### src/rtl/quad_tdc_counter_array.sv
// quad_tdc_counter_array
// Multi-channel gated quad-tick counter. Each channel measures one enable
// window at a time. Finished results leave through one shared valid/ready
// read port that serves channels in round-robin order.
module quad_tdc_counter_array #(
    parameter int BIT_COUNT = 32,
    parameter int CHANNELS  = 4,
    parameter int QUAD_DIV  = 4
) (
    input  logic                                               clk,
    input  logic                                               reset,
    input  logic [CHANNELS-1:0]                                enable,
    output logic [CHANNELS-1:0]                                has_value,
    output logic [CHANNELS-1:0]                                busy,
    output logic                                               rd_valid,
    input  logic                                               rd_ready,
    output logic [((CHANNELS > 1) ? $clog2(CHANNELS) : 1)-1:0] rd_channel,
    output logic [BIT_COUNT-1:0]                               rd_count,
    output logic                                               rd_overflow,
    output logic                                               rd_missed
);

    localparam int CH_W  = (CHANNELS > 1) ? $clog2(CHANNELS) : 1;
    localparam int PRE_W = $clog2(QUAD_DIV);

    localparam logic [1:0] ST_IDLE = 2'd0;
    localparam logic [1:0] ST_RUN  = 2'd1;
    localparam logic [1:0] ST_DONE = 2'd2;

    logic [CHANNELS-1:0]  r_sync1;
    logic [CHANNELS-1:0]  r_sync2;
    logic [CHANNELS-1:0]  r_enPrev;
    logic [CHANNELS-1:0]  r_armed;
    logic [1:0]           r_settle;

    logic [1:0]           r_state [CHANNELS];
    logic [BIT_COUNT-1:0] r_cnt   [CHANNELS];
    logic [PRE_W-1:0]     r_pre   [CHANNELS];
    logic [CHANNELS-1:0]  r_ovf;
    logic [CHANNELS-1:0]  r_missed;

    logic                 r_rdValid;
    logic [CH_W-1:0]      r_rdChannel;
    logic [BIT_COUNT-1:0] r_rdCount;
    logic                 r_rdOverflow;
    logic                 r_rdMissed;
    logic [CH_W-1:0]      r_rrStart;

    logic                 w_settled;
    logic [CHANNELS-1:0]  w_rise;
    logic [CHANNELS-1:0]  w_fall;
    logic                 w_handshake;
    logic [CHANNELS-1:0]  w_hsMask;
    logic [CHANNELS-1:0]  w_pool;
    logic                 w_grantValid;
    logic [CH_W-1:0]      w_grantIdx;
    int                   w_scanIdx;

    // The settle counter keeps a channel disarmed until its synchroniser has
    // refilled after reset. This way an enable that was already high when
    // reset was released does not look like a new rising edge.
    assign w_settled   = (r_settle == 2'd2);
    assign w_rise      = r_sync2 & ~r_enPrev & r_armed;
    assign w_fall      = ~r_sync2 & r_enPrev;
    assign w_handshake = r_rdValid & rd_ready;

    // Two-flop synchroniser, edge-detect history and post-reset arming.
    always_ff @(posedge clk or posedge reset) begin
        if (reset) begin
            r_sync1  <= '0;
            r_sync2  <= '0;
            r_enPrev <= '0;
            r_armed  <= '0;
            r_settle <= '0;
        end else begin
            r_sync1  <= enable;
            r_sync2  <= r_sync1;
            r_enPrev <= r_sync2;
            if (!w_settled) begin
                r_settle <= r_settle + 2'd1;
            end
            if (w_settled) begin
                r_armed <= r_armed | ~r_sync2;
            end
        end
    end

    // Decode which channel (if any) completes its read handshake this cycle.
    always_comb begin
        w_hsMask = '0;
        if (w_handshake) begin
            w_hsMask[r_rdChannel] = 1'b1;
        end
    end

    // Per-channel window FSM. The count register doubles as the held result,
    // because the FSM does not touch it while the channel is in DONE.
    always_ff @(posedge clk or posedge reset) begin
        if (reset) begin
            r_ovf    <= '0;
            r_missed <= '0;
            for (int i = 0; i < CHANNELS; i++) begin
                r_state[i] <= ST_IDLE;
                r_cnt[i]   <= '0;
                r_pre[i]   <= '0;
            end
        end else begin
            for (int i = 0; i < CHANNELS; i++) begin
                case (r_state[i])
                    ST_IDLE: begin
                        if (w_rise[i]) begin
                            r_state[i]  <= ST_RUN;
                            r_cnt[i]    <= '0;
                            r_pre[i]    <= '0;
                            r_ovf[i]    <= 1'b0;
                            r_missed[i] <= 1'b0;
                        end
                    end
                    ST_RUN: begin
                        if (w_fall[i]) begin
                            r_state[i] <= ST_DONE;
                        end else if (r_pre[i] == PRE_W'(QUAD_DIV - 1)) begin
                            r_pre[i] <= '0;
                            if (&r_cnt[i]) begin
                                r_ovf[i] <= 1'b1;
                            end else begin
                                r_cnt[i] <= r_cnt[i] + BIT_COUNT'(1);
                            end
                        end else begin
                            r_pre[i] <= r_pre[i] + PRE_W'(1);
                        end
                    end
                    ST_DONE: begin
                        if (w_hsMask[i]) begin
                            r_state[i] <= ST_IDLE;
                        end else if (w_rise[i]) begin
                            r_missed[i] <= 1'b1;
                        end
                    end
                    default: begin
                        r_state[i] <= ST_IDLE;
                    end
                endcase
            end
        end
    end

    // Round-robin pick of the next DONE channel that is not already in the
    // port. The loop scans downward, so the last hit is the one nearest the
    // start pointer.
    always_comb begin
        w_pool       = '0;
        w_grantValid = 1'b0;
        w_grantIdx   = '0;
        w_scanIdx    = 0;
        for (int i = 0; i < CHANNELS; i++) begin
            w_pool[i] = (r_state[i] == ST_DONE);
        end
        if (r_rdValid) begin
            w_pool[r_rdChannel] = 1'b0;
        end
        for (int k = CHANNELS - 1; k >= 0; k--) begin
            w_scanIdx = int'(r_rrStart) + k;
            if (w_scanIdx >= CHANNELS) begin
                w_scanIdx = w_scanIdx - CHANNELS;
            end
            if (w_pool[w_scanIdx]) begin
                w_grantValid = 1'b1;
                w_grantIdx   = CH_W'(w_scanIdx);
            end
        end
    end

    // Registered read port. It reloads whenever it is empty or being drained.
    // While a result waits unaccepted, a dropped window on that same channel
    // still sets rd_missed, so the consumer learns about the loss when it
    // finally reads the result.
    always_ff @(posedge clk or posedge reset) begin
        if (reset) begin
            r_rdValid    <= 1'b0;
            r_rdChannel  <= '0;
            r_rdCount    <= '0;
            r_rdOverflow <= 1'b0;
            r_rdMissed   <= 1'b0;
            r_rrStart    <= '0;
        end else if (!r_rdValid || rd_ready) begin
            r_rdValid <= w_grantValid;
            if (w_grantValid) begin
                r_rdChannel  <= w_grantIdx;
                r_rdCount    <= r_cnt[w_grantIdx];
                r_rdOverflow <= r_ovf[w_grantIdx];
                r_rdMissed   <= r_missed[w_grantIdx] | w_rise[w_grantIdx];
                r_rrStart    <= (w_grantIdx == CH_W'(CHANNELS - 1)) ? '0
                                                                    : w_grantIdx + CH_W'(1);
            end
        end else if (w_rise[r_rdChannel]) begin
            r_rdMissed <= 1'b1;
        end
    end

    // Status flags are plain decodes of the registered FSM state.
    always_comb begin
        busy      = '0;
        has_value = '0;
        for (int i = 0; i < CHANNELS; i++) begin
            busy[i]      = (r_state[i] == ST_RUN);
            has_value[i] = (r_state[i] == ST_DONE);
        end
    end

    assign rd_valid    = r_rdValid;
    assign rd_channel  = r_rdChannel;
    assign rd_count    = r_rdCount;
    assign rd_overflow = r_rdOverflow;
    assign rd_missed   = r_rdMissed;

endmodule

### config.mk
export PLATFORM = sky130hd
export DESIGN_NAME = quad_tdc_counter_array
export DESIGN_NICKNAME = d
export VERILOG_FILES = /design/src/rtl/quad_tdc_counter_array.sv
export SDC_FILE = /design/constraint.sdc
export NUM_CORES = 1
export LEC_CHECK = 0
export CAP_MARGIN = 20
export CORE_ASPECT_RATIO = 1.2
export CORE_MARGIN = 8
export CORE_UTILIZATION = 64
export DETAILED_ROUTE_END_ITERATION = 8
export HOLD_SLACK_MARGIN = 0.15
export PLACE_DENSITY = 0.88
export SKIP_CTS_REPAIR_TIMING = 1
export SKIP_LAST_GASP = 1
export SLEW_MARGIN = 5
export SYNTH_ARGS = -nofsm -noshare
export SYNTH_HDL_FRONTEND = slang
export SYNTH_SLANG_ARGS = --single-unit
export TNS_END_PERCENT = 1
### constraint.sdc
create_clock -name clk -period 19.2 [get_ports clk]
set_clock_uncertainty 0.1 [all_clocks]
set_input_delay 1.92 -clock clk [delete_from_list [all_inputs] [get_ports clk]]
set_output_delay 1.92 -clock clk [all_outputs]
set_load 0.01 [all_outputs]
==> impl_metrics.ini <==
[status]
outcome = finished, final reports clean

[sta]
relSlewSlack_pct = 24.9
finalSetupTns_ps = 0
whs_ps = 249
tightest_slew_ps = 1120
rsz0062_at_grt = no
finalCritPeriodShare_pct = 23.8
hold_viol = 0
fin_crit_ps = 4580
slew_violations = 0
fin_ws_ps = 14620
setup_viol = 0
fmax_ghz = 0.219

[clocking]
clk_latency_ps = 510
cts_buffer_depth = 3
h-tree-depth = 1
cts_sinks = 209
cts_tree = done
clk_pin_slew_ps = 60
cts_buffers = 23
clock_tree.root_cell = clkbuf_16

[worst_hold_path]
hp-start = r_sync1[0]
min_path_cells = 0
holdPathEnd = r_sync2[0]
hold_class = flop to flop

[grt]
grt_use_met2_pct = 46.1
grt_remaining_overflow = 0
antenna_found_initial = 0
grt_use_total_pct = 28.2
grt_pass1_wl_um = 50300
grt_start_max_net_pins = 141
grt_pass1_vias = 9483
use_met1_pct = 37.6
busiest_layer = met2
grt_use_met3_pct = 3.74

[yosys]
synth_area_mm2 = 0.0113
yosys.area.top_type = dfrtp_1
yosys-top-cells-area = dfrtp_1, nor2_1, mux2i_1, xor2_1, nand2_1
yosysSeqAreaShare_pct = 46.1
synthArstFlopShare_pct = 100
synth_cells = 1218
synth-edff-count = 0
synth_warnings = 0
synth_most_common_cell = dfrtp_1
syn_avg_cell_area_um2 = 9.31
synthTopCellsByCount = dfrtp_1, nor2_1, nand2_1
synth-seq-cells = 209
synth_top_area_share_pct = 46.1
synth_nets = 1235
synth_cell_types = 67
ys.flop_type = dfrtp_1

[setup_path]
start_kind = flop
required_ps = 19480
end_kind = flop
r2r_setup_slack_ps = 14620
critPathKind = flop to flop
crit-reg2reg-launch = r_state[5]
critical_path_arrival_ps = 4850
r2r_end = rd_count[7]
cp_max_fo = 35
r2r_cells = 8

[placed_design]
io_buffers = 51
place_inst = 1433
gp_congestion = 0.995
post-place-ws_ps = 14800
dp_hpwl_um = 21400

[power_and_ir_drop]
peakVddDrop_uv = 85.6
power.density_mw_per_mm2 = 123
p_leak_nw = 5.37

[cells_and_area]
drive_gt1_share_pct = 5.90
nFillCells = 1246
antennaDiodeCount = 0
fin_cells = 1475
finalNetCount = 1257
multi_input_area_mm2 = 0.00572
seq_area_mm2 = 0.00523
area_delta_synth_final_pct = 12.3

[routing]
wl_per_cell_um = 21.1
avgViaCountPerCell = 6.82
drc = 0
vias = 10055
postRouteAntennaNets = 0
firstDrtPassIters = 6
drt_wl_total_um = 31200
drt_iter0_drc = 1394

[floorplanning]
die_x_um = 138
start_util_pct = 65.0
die-area_mm2 = 0.0222
die_y_um = 162
rows = 53
ios = 52
coreArea_mm2 = 0.0174

[flow_run]
drv_cap = 0
## critical path: stages, from the launching register on
cell and delay [ps]:
dfrtp_1 550, nand2b_1 160, inv_1 190, a2111oi_0 220, a2111oi_4 1010, nand2_2 740
inv_2 930, mux2i_1 180, a211oi_1 360
## placed cells by master (no fill, tap or decap), drive strengths merged, types with 4 or more instances in the layout
master / instances
a211oi: 48
a21o: 6
a21oi: 46
a31oi: 7
and2: 11
and3: 36
and4: 8
buf: 9
clkbuf: 35
clkdlybuf4s50: 51
dfrtp: 209
ha: 10
inv: 40
mux2i: 48
nand2: 101
nand2b: 22
nand3: 63
nand3b: 5
nand4: 51
nand4b: 7
nor2: 140
nor2b: 4
nor3: 46
nor4: 17
o211ai: 10
o21ai: 26
o221ai: 12
o311ai: 5
o31ai: 15
or3: 20
or4: 24
xnor2: 28
xor2: 48
## worst max path at each step
stage,startpoint,end,cells after the start
finish,r_state[5],rd_count[7],8
global route,r_state[5],rd_count[31],8
CTS,rd_channel[0],rd_count[7],7
detailed placement,rd_channel[0],r_rrStart[1],8
global placement,rd_channel[0],r_rrStart[1],8
floorplan,reset,r_armed[0],1
## state kept, by name (all words and copies together), names as in the netlist
register / cells
r_pre: 8
r_missed: 4
rd_missed: 1
r_ovf: 4
r_settle: 2
rd_channel: 2
r_sync2: 4
r_armed: 4
r_enPrev: 4
rd_valid: 1
r_sync1: 4
r_rrStart: 2
rd_count: 32
rd_overflow: 1
r_state: 8
r_cnt: 128
## cell type report
cell class	instances	share of cell area [%]
well taps	220	2.16
inverters	39	1.21
clock inverters	6	0.659
repair buffers	61	4.63
multi-input cells	906	44.9
clock buffers	34	5.32
flip-flops and latches	209	41.1
## per-stage QoR
| stage | util (%) | total power [W] | cell area (um2) |
|---|---|---|---|
| 6_report | 73.0 | 0.00156 | 12700 |
| 5_1_grt | 73.0 | 0.00163 | 12700 |
| 4_1_cts | 72.9 | 0.00156 | 12700 |
| 3_5_place_dp | 68.5 | 0.00110 | 11900 |
| 3_3_place_gp | 68.5 | 0.00109 | 11900 |
| 2_1_floorplan | - | 0.000907 | 11300 |
## cell families after synthesis
family | after synthesis | synth area share (%)
AO/OA/AOI/OAI | 201 | 12.5
XOR/XNOR | 76 | 5.94
adder cells (fa/ha/maj) | 10 | 1.10
buffers and inverters | 103 | 3.85
flip-flops | 209 | 46.1
multiplexers | 52 | 4.73
AND/OR/NAND/NOR | 567 | 25.7
## report_power, final
group	switching (W)	leakage [nW]	total [W]	internal (W)
combinational	0.000335	2.21	0.000538	0.000203
sequential	0.0000746	2.78	0.000578	0.000503
clock	0.000178	0.377	0.000448	0.000270
total	0.000587	5.37	0.00156	0.000976
## metal layers
layer | share of wire, % | up-vias
li1 | - | 4498
met1 | 39 | 4904
met2 | 49 | 557
met3 | 8.7 | 96
met4 | 3.3 | 0
met5 | 0 | -
Note: power is estimated with default switching activity, not from simulation.
==> edit 1, RTL diff (same flow settings) <==
Make the reset (`reset`) synchronous in 3 clocked blocks.
--- a/src/rtl/quad_tdc_counter_array.sv
+++ b/src/rtl/quad_tdc_counter_array.sv
@@ -67,3 +67,3 @@
     // Two-flop synchroniser, edge-detect history and post-reset arming.
-    always_ff @(posedge clk or posedge reset) begin
+    always_ff @(posedge clk) begin
         if (reset) begin
@@ -97,3 +97,3 @@
     // because the FSM does not touch it while the channel is in DONE.
-    always_ff @(posedge clk or posedge reset) begin
+    always_ff @(posedge clk) begin
         if (reset) begin
@@ -177,3 +177,3 @@
     // finally reads the result.
-    always_ff @(posedge clk or posedge reset) begin
+    always_ff @(posedge clk) begin
         if (reset) begin
Behaviour: not the same (a bounded check fails within 10 cycles, from zero or initial values and one cycle with reset high; the reset may be asserted at any time).
==> edit 1 against the unedited design <==
- first-iteration DRC count shrank 41%
- die area rose by 1.7%
- sequential cell count did not move
- critical endpoint is now r_cnt[1][3]
- synthesized area is 1.9% higher
- global-route usage down 5.1 points
- wire length fell by 14%
- setup slack better by 180 ps
- design area barely moved
Power is not compared: it rests on default switching activity, and its combinational part moved more than twofold at a synthesized area within 25%.
==> edit 1: results (changes against the unedited design) <==
Parameter                              Value

Final layout
  Share of post-route cells with drive strength above 1    8.09% (was 5.90%)
  Final Non-Filler Cells    1361 (was 1475)
  Total of fill cells in the finished design    1176 (was 1246)

Synth
  Netlist cell types    70 (was 67)
  Register area share after synthesis    48.7% (was 46.1%)
  Async set-reset flop share out of synthesis    0% (was 100%)
  Number of synthesized flops with an enable pin    144 (was 0)
  Most numerous cell types in the synthesized netlist    sky130_fd_sc_hd__nor2_1 (164), sky130_fd_sc_hd__edfxtp_1 (144), sky130_fd_sc_hd__nand3_1 (82) (was sky130_fd_sc_hd__dfrtp_1 (209), sky130_fd_sc_hd__nor2_1 (140), sky130_fd_sc_hd__nand2_1 (100))
  Synth Flop Type    sky130_fd_sc_hd__edfxtp_1 (was sky130_fd_sc_hd__dfrtp_1)
  Synthesized area per cell    10.6 µm² (was 9.31 µm²)
  Top cells by area in the synthesized netlist    sky130_fd_sc_hd__edfxtp_1 (37%), sky130_fd_sc_hd__dfxtp_1 (11%), sky130_fd_sc_hd__mux2i_1 (5.9%) (was sky130_fd_sc_hd__dfrtp_1 (46%), sky130_fd_sc_hd__nor2_1 (4.6%), sky130_fd_sc_hd__mux2i_1 (4.2%))

Min path
  Worst Hold End    r_sync2[1] (was r_sync2[0])
  Startpoint of the lowest-slack hold path    r_sync1[1] (was r_sync1[0])
  Worst hold path cell count    1 (was 0)

Critical path
  Worst-case reg-to-reg path depth    6 (was 8)
  Crit path arrival time    4510 ps (was 4850 ps)
  Reg-to-reg critical path startpoint    r_cnt[2][9] (was r_state[5])
  R2r endpoint    r_cnt[2][24] (was rd_count[7])
  Worst reg-to-reg setup slack    15680 ps (was 14620 ps)
  Largest fanout of any net on the critical path    44 (was 35)

Route
  Routed wl met2    13500 µm (was 15200 µm)
  Vias    8744 (was 10100)
  Avg WL per Cell    19.7 µm (was 21.1 µm)
  Drt first-iter violations    828 (was 1394)
  Routed wire length on met3    1680 µm (was 2720 µm)
  Routed length on met1    10800 µm (was 12200 µm)

Status
  Status    complete, no violations (unchanged)

Global routing
  Global-route wire length before repair    43300 µm (was 50300 µm)
  Global routing usage summed across all routing layers    23.1% (was 28.2%)
  Pin count of the biggest net entering global routing    45 (was 141)
  Number of global-route vias before repair    8355 (was 9483)

STA
  Worst Tran Pin Value    905 ps (was 1120 ps)
  Number of slew-limit violations in the final report    0 (unchanged)
  Tightest hold margin    340 ps (was 249 ps)

Place
  Final HPWL from detailed placement    18400 µm (was 21400 µm)
  Cells after DPL    1320 (was 1433)
  Area after DPL    12000 µm² (was 11900 µm²)
  Final Wtd Congestion    0.876 (was 0.995)
  Placement Setup Slack    14310 ps (was 14800 ps)

Pwr
  Net switching fraction of the power    25.5%

Clocking
  CTS buffer count    22 (was 23)
[edit 1: worst max-delay path by stage]
| stage | from | to | slack (ps) | depth (start not counted) |
|---|---|---|---|---|
| final | reset | r_cnt[1][3] | 14810 | 9 |
| after global routing | reset | r_cnt[1][5] | 14620 | 9 |
| after CTS | reset | r_cnt[1][31] | 14840 | 9 |
| after detailed placement | reset | r_cnt[1][22] | 14310 | 9 |
| after global placement | reset | r_cnt[1][22] | 14340 | 9 |
| after floorplan | reset | r_cnt[3][0] | 15080 | 4 |
[edit 1: worst max-delay path, stage by stage]
cell and delay, ps:
sky130_fd_sc_hd__clkdlybuf4s50_1 450, sky130_fd_sc_hd__buf_4 390, sky130_fd_sc_hd__clkinv_1 120, sky130_fd_sc_hd__buf_4 290, sky130_fd_sc_hd__and2_1 210, sky130_fd_sc_hd__nand3_1 150
sky130_fd_sc_hd__a31o_2 530, sky130_fd_sc_hd__nand2_1 120, sky130_fd_sc_hd__buf_4 280
[edit 1: kinds of logic after synthesis]
logic type               after synthesis  synth area share (%)
flip-flops                           209                  48.7
buffers and inverters                 86                  5.08
XOR/XNOR                             117                  8.87
AND/OR/NAND/NOR                      503                  22.5
AO/OA/AOI/OAI                         99                  7.76
multiplexers                          69                  6.12
adder cells (fa/ha/maj)                9                 0.975
[edit 1: final cells by class]
| type | count | share of cell area (%) |
|---|---|---|
| repair buffers | 63 | 4.88 |
| inverters | 28 | 0.826 |
| well taps | 224 | 2.20 |
| flip-flops and latches | 209 | 44.2 |
| clock inverters | 8 | 0.462 |
| multi-input cells | 797 | 42.0 |
| clock buffers | 32 | 5.37 |
[edit 1: layer usage]
metal / vias to the layer above / global-route usage (%)
li1: 4068 / -
met1: 4271 / 29.2
met2: 351 / 39.5
met3: 54 / 2.79
met4: 0 / 9.20
met5: - / 0
==> edit 2, RTL diff (same flow settings) <==
Without the edit above. The parameter `CHANNELS` goes from 4 to 8.
--- a/src/rtl/quad_tdc_counter_array.sv
+++ b/src/rtl/quad_tdc_counter_array.sv
@@ -6,3 +6,3 @@
     parameter int BIT_COUNT = 32,
-    parameter int CHANNELS  = 4,
+    parameter int CHANNELS  = 8,
     parameter int QUAD_DIV  = 4
Ports: changed (resized busy, enable, has_value and rd_channel); port bits go from 52 to 65. The function was not compared with the original's and may differ.
==> edit 2 against the unedited design <==
- total power rose by 110%
- design area rose by 80%
- sequential power rose by 69%
- clock power rose by 81%
- critical path depth rose by 7
- hold slack got worse by 2.4 ps
- synthesized cell count rose by 70%
- synthesized area rose by 82%
- sequential cell count rose by 170
- die area rose by 72%
- wire length rose by 90%
- setup slack got worse by 1100 ps
- non-clock buffer count rose by 24
- largest cell class unchanged
- largest power group is now combinational logic
- highest routed layer is now met5
==> edit 2: results (changes against the unedited design) <==
Parameter                              Value

Clocking
  Clock Latency Late Sink    550 ps (was 510 ps)
  CTS buffer count    40 (was 23)
  Number of H-tree levels    2 (was 1)

Final layout
  Final Non-Filler Cells    2554 (was 1475)
  Total of fill cells in the finished design    2082 (was 1246)
  Max reg flops    256 (was 128)

Synth
  Xor/xnor cell area share of the yosys netlist    8.25% (was 5.94%)
  Most numerous cell types in the synthesized netlist    sky130_fd_sc_hd__dfrtp_1 (379), sky130_fd_sc_hd__nor2_1 (287), sky130_fd_sc_hd__nand2_1 (170) (was sky130_fd_sc_hd__dfrtp_1 (209), sky130_fd_sc_hd__nor2_1 (140), sky130_fd_sc_hd__nand2_1 (100))
  Synthesized area per cell    9.94 µm² (was 9.31 µm²)
  Multiplexer share of the synthesized area    11.0% (was 4.73%)
  Top cells by area in the synthesized netlist    sky130_fd_sc_hd__dfrtp_1 (46%), sky130_fd_sc_hd__mux4_2 (7.8%), sky130_fd_sc_hd__xor2_1 (5.7%) (was sky130_fd_sc_hd__dfrtp_1 (46%), sky130_fd_sc_hd__nor2_1 (4.6%), sky130_fd_sc_hd__mux2i_1 (4.2%))
  Post-synthesis share of cell area spent on full adders, half adders and majority gates    1.28% (was 1.10%)
  Net count of the mapped netlist    2103 (was 1235)
  Compound-Gate Fraction of Synth Area    7.92% (was 12.5%)
  Register area share after synthesis    46.1% (about the same)
  Netlist cell types    76 (was 67)

Critical path
  Biggest cell delay along the critical path    830 ps (was 1010 ps)
  Standard cell with the maximum stage delay on the critical path    sky130_fd_sc_hd__ha_1 (was sky130_fd_sc_hd__a2111oi_4)
  Largest fanout of any net on the critical path    44 (was 35)
  Crit path arrival time    6000 ps (was 4850 ps)

Global routing
  Number of global-route vias before repair    17200 (was 9483)
  Global routing usage summed across all routing layers    30.6% (was 28.2%)
  Global-route wire length before repair    93000 µm (was 50300 µm)
  Initial antenna violation count    1 (was 0)

Route
  Drt first-iter violations    2010 (was 1394)
  1st-pass router iterations    5 (was 6)
  Avg WL per Cell    23.1 µm (was 21.1 µm)

Status
  Status    complete, no violations (unchanged)

Place
  Final Wtd Congestion    0.963 (was 0.995)
  Port Buffer Count    64 (was 51)
  Final HPWL from detailed placement    41600 µm (was 21400 µm)

Pwr
  Internal Dissipation    0.00199 W (was 0.000976 W)
## edit 2: final timing paths
path / startpoint / end / slack (ps)
worst max-delay path: r_rrStart[0] / rd_count[16] / 13500
worst min-delay path: r_sync1[1] / r_sync2[1] / 250
worst max register to register: r_rrStart[0] / rd_count[16] / 13500
worst min register to register: r_sync1[1] / r_sync2[1] / 250
max in group asynchronous: reset / r_cnt[152] / 15560
min in group asynchronous: reset / r_enPrev[3] / 1910
## edit 2: through the flow
stage	worst slack [ps]	utilization, %	instance area, µm²
global placement	13680	67.3	21500
global route	13090	71.8	23000
detailed placement	13420	67.3	21500
finish	13500	71.8	23000
CTS	13400	71.7	22900
floorplan	6650	-	20600
## edit 2: final cells by class
class                   instances  area share [%]
diodes                          1          0.0109
well taps                     407            2.22
inverters                      76            1.27
flip-flops and latches        379            41.3
clock buffers                  60            5.39
clock inverters                13           0.659
repair buffers                 85            3.61
multi-input cells            1533            45.5
## edit 2: power by group through the flow
stage | clock network [W] | logic, W | registers (W)
after global routing | 0.000847 | 0.00164 | 0.000986
after detailed placement | 0 | 0.00148 | 0.000985
after CTS | 0.000813 | 0.00148 | 0.000972
final | 0.000810 | 0.00153 | 0.000978
after global placement | 0 | 0.00144 | 0.000980
after floorplan | 0 | 0.00128 | 0.000932
## edit 2: layer usage
metal	vias to the layer above	track usage, %	part of all wire, %
met5	-	0	0.020
met2	1003	48.5	46
met1	8566	39.3	37
met4	2	17.2	5.4
met3	211	6.19	11
li1	7431	-	-
## edit 2: logic make-up after synthesis
family | Yosys count
buffers and inverters | 159
adders and majority gates | 21
muxes | 133
DFF | 379
xor gates and xnor gates | 194
AOI/OAI and AO/OA | 274
and+or+nand+nor | 911
## edit 2: worst max-delay path: cells and delay by family, from the launching register on
family / cells / cell delay [ps]
buffers and inverters: 5 / 1550
muxes: 4 / 1370
AOI/OAI and AO/OA: 4 / 1260
adders and majority gates: 1 / 830
DFF: 1 / 330
and+or+nand+nor: 1 / 50
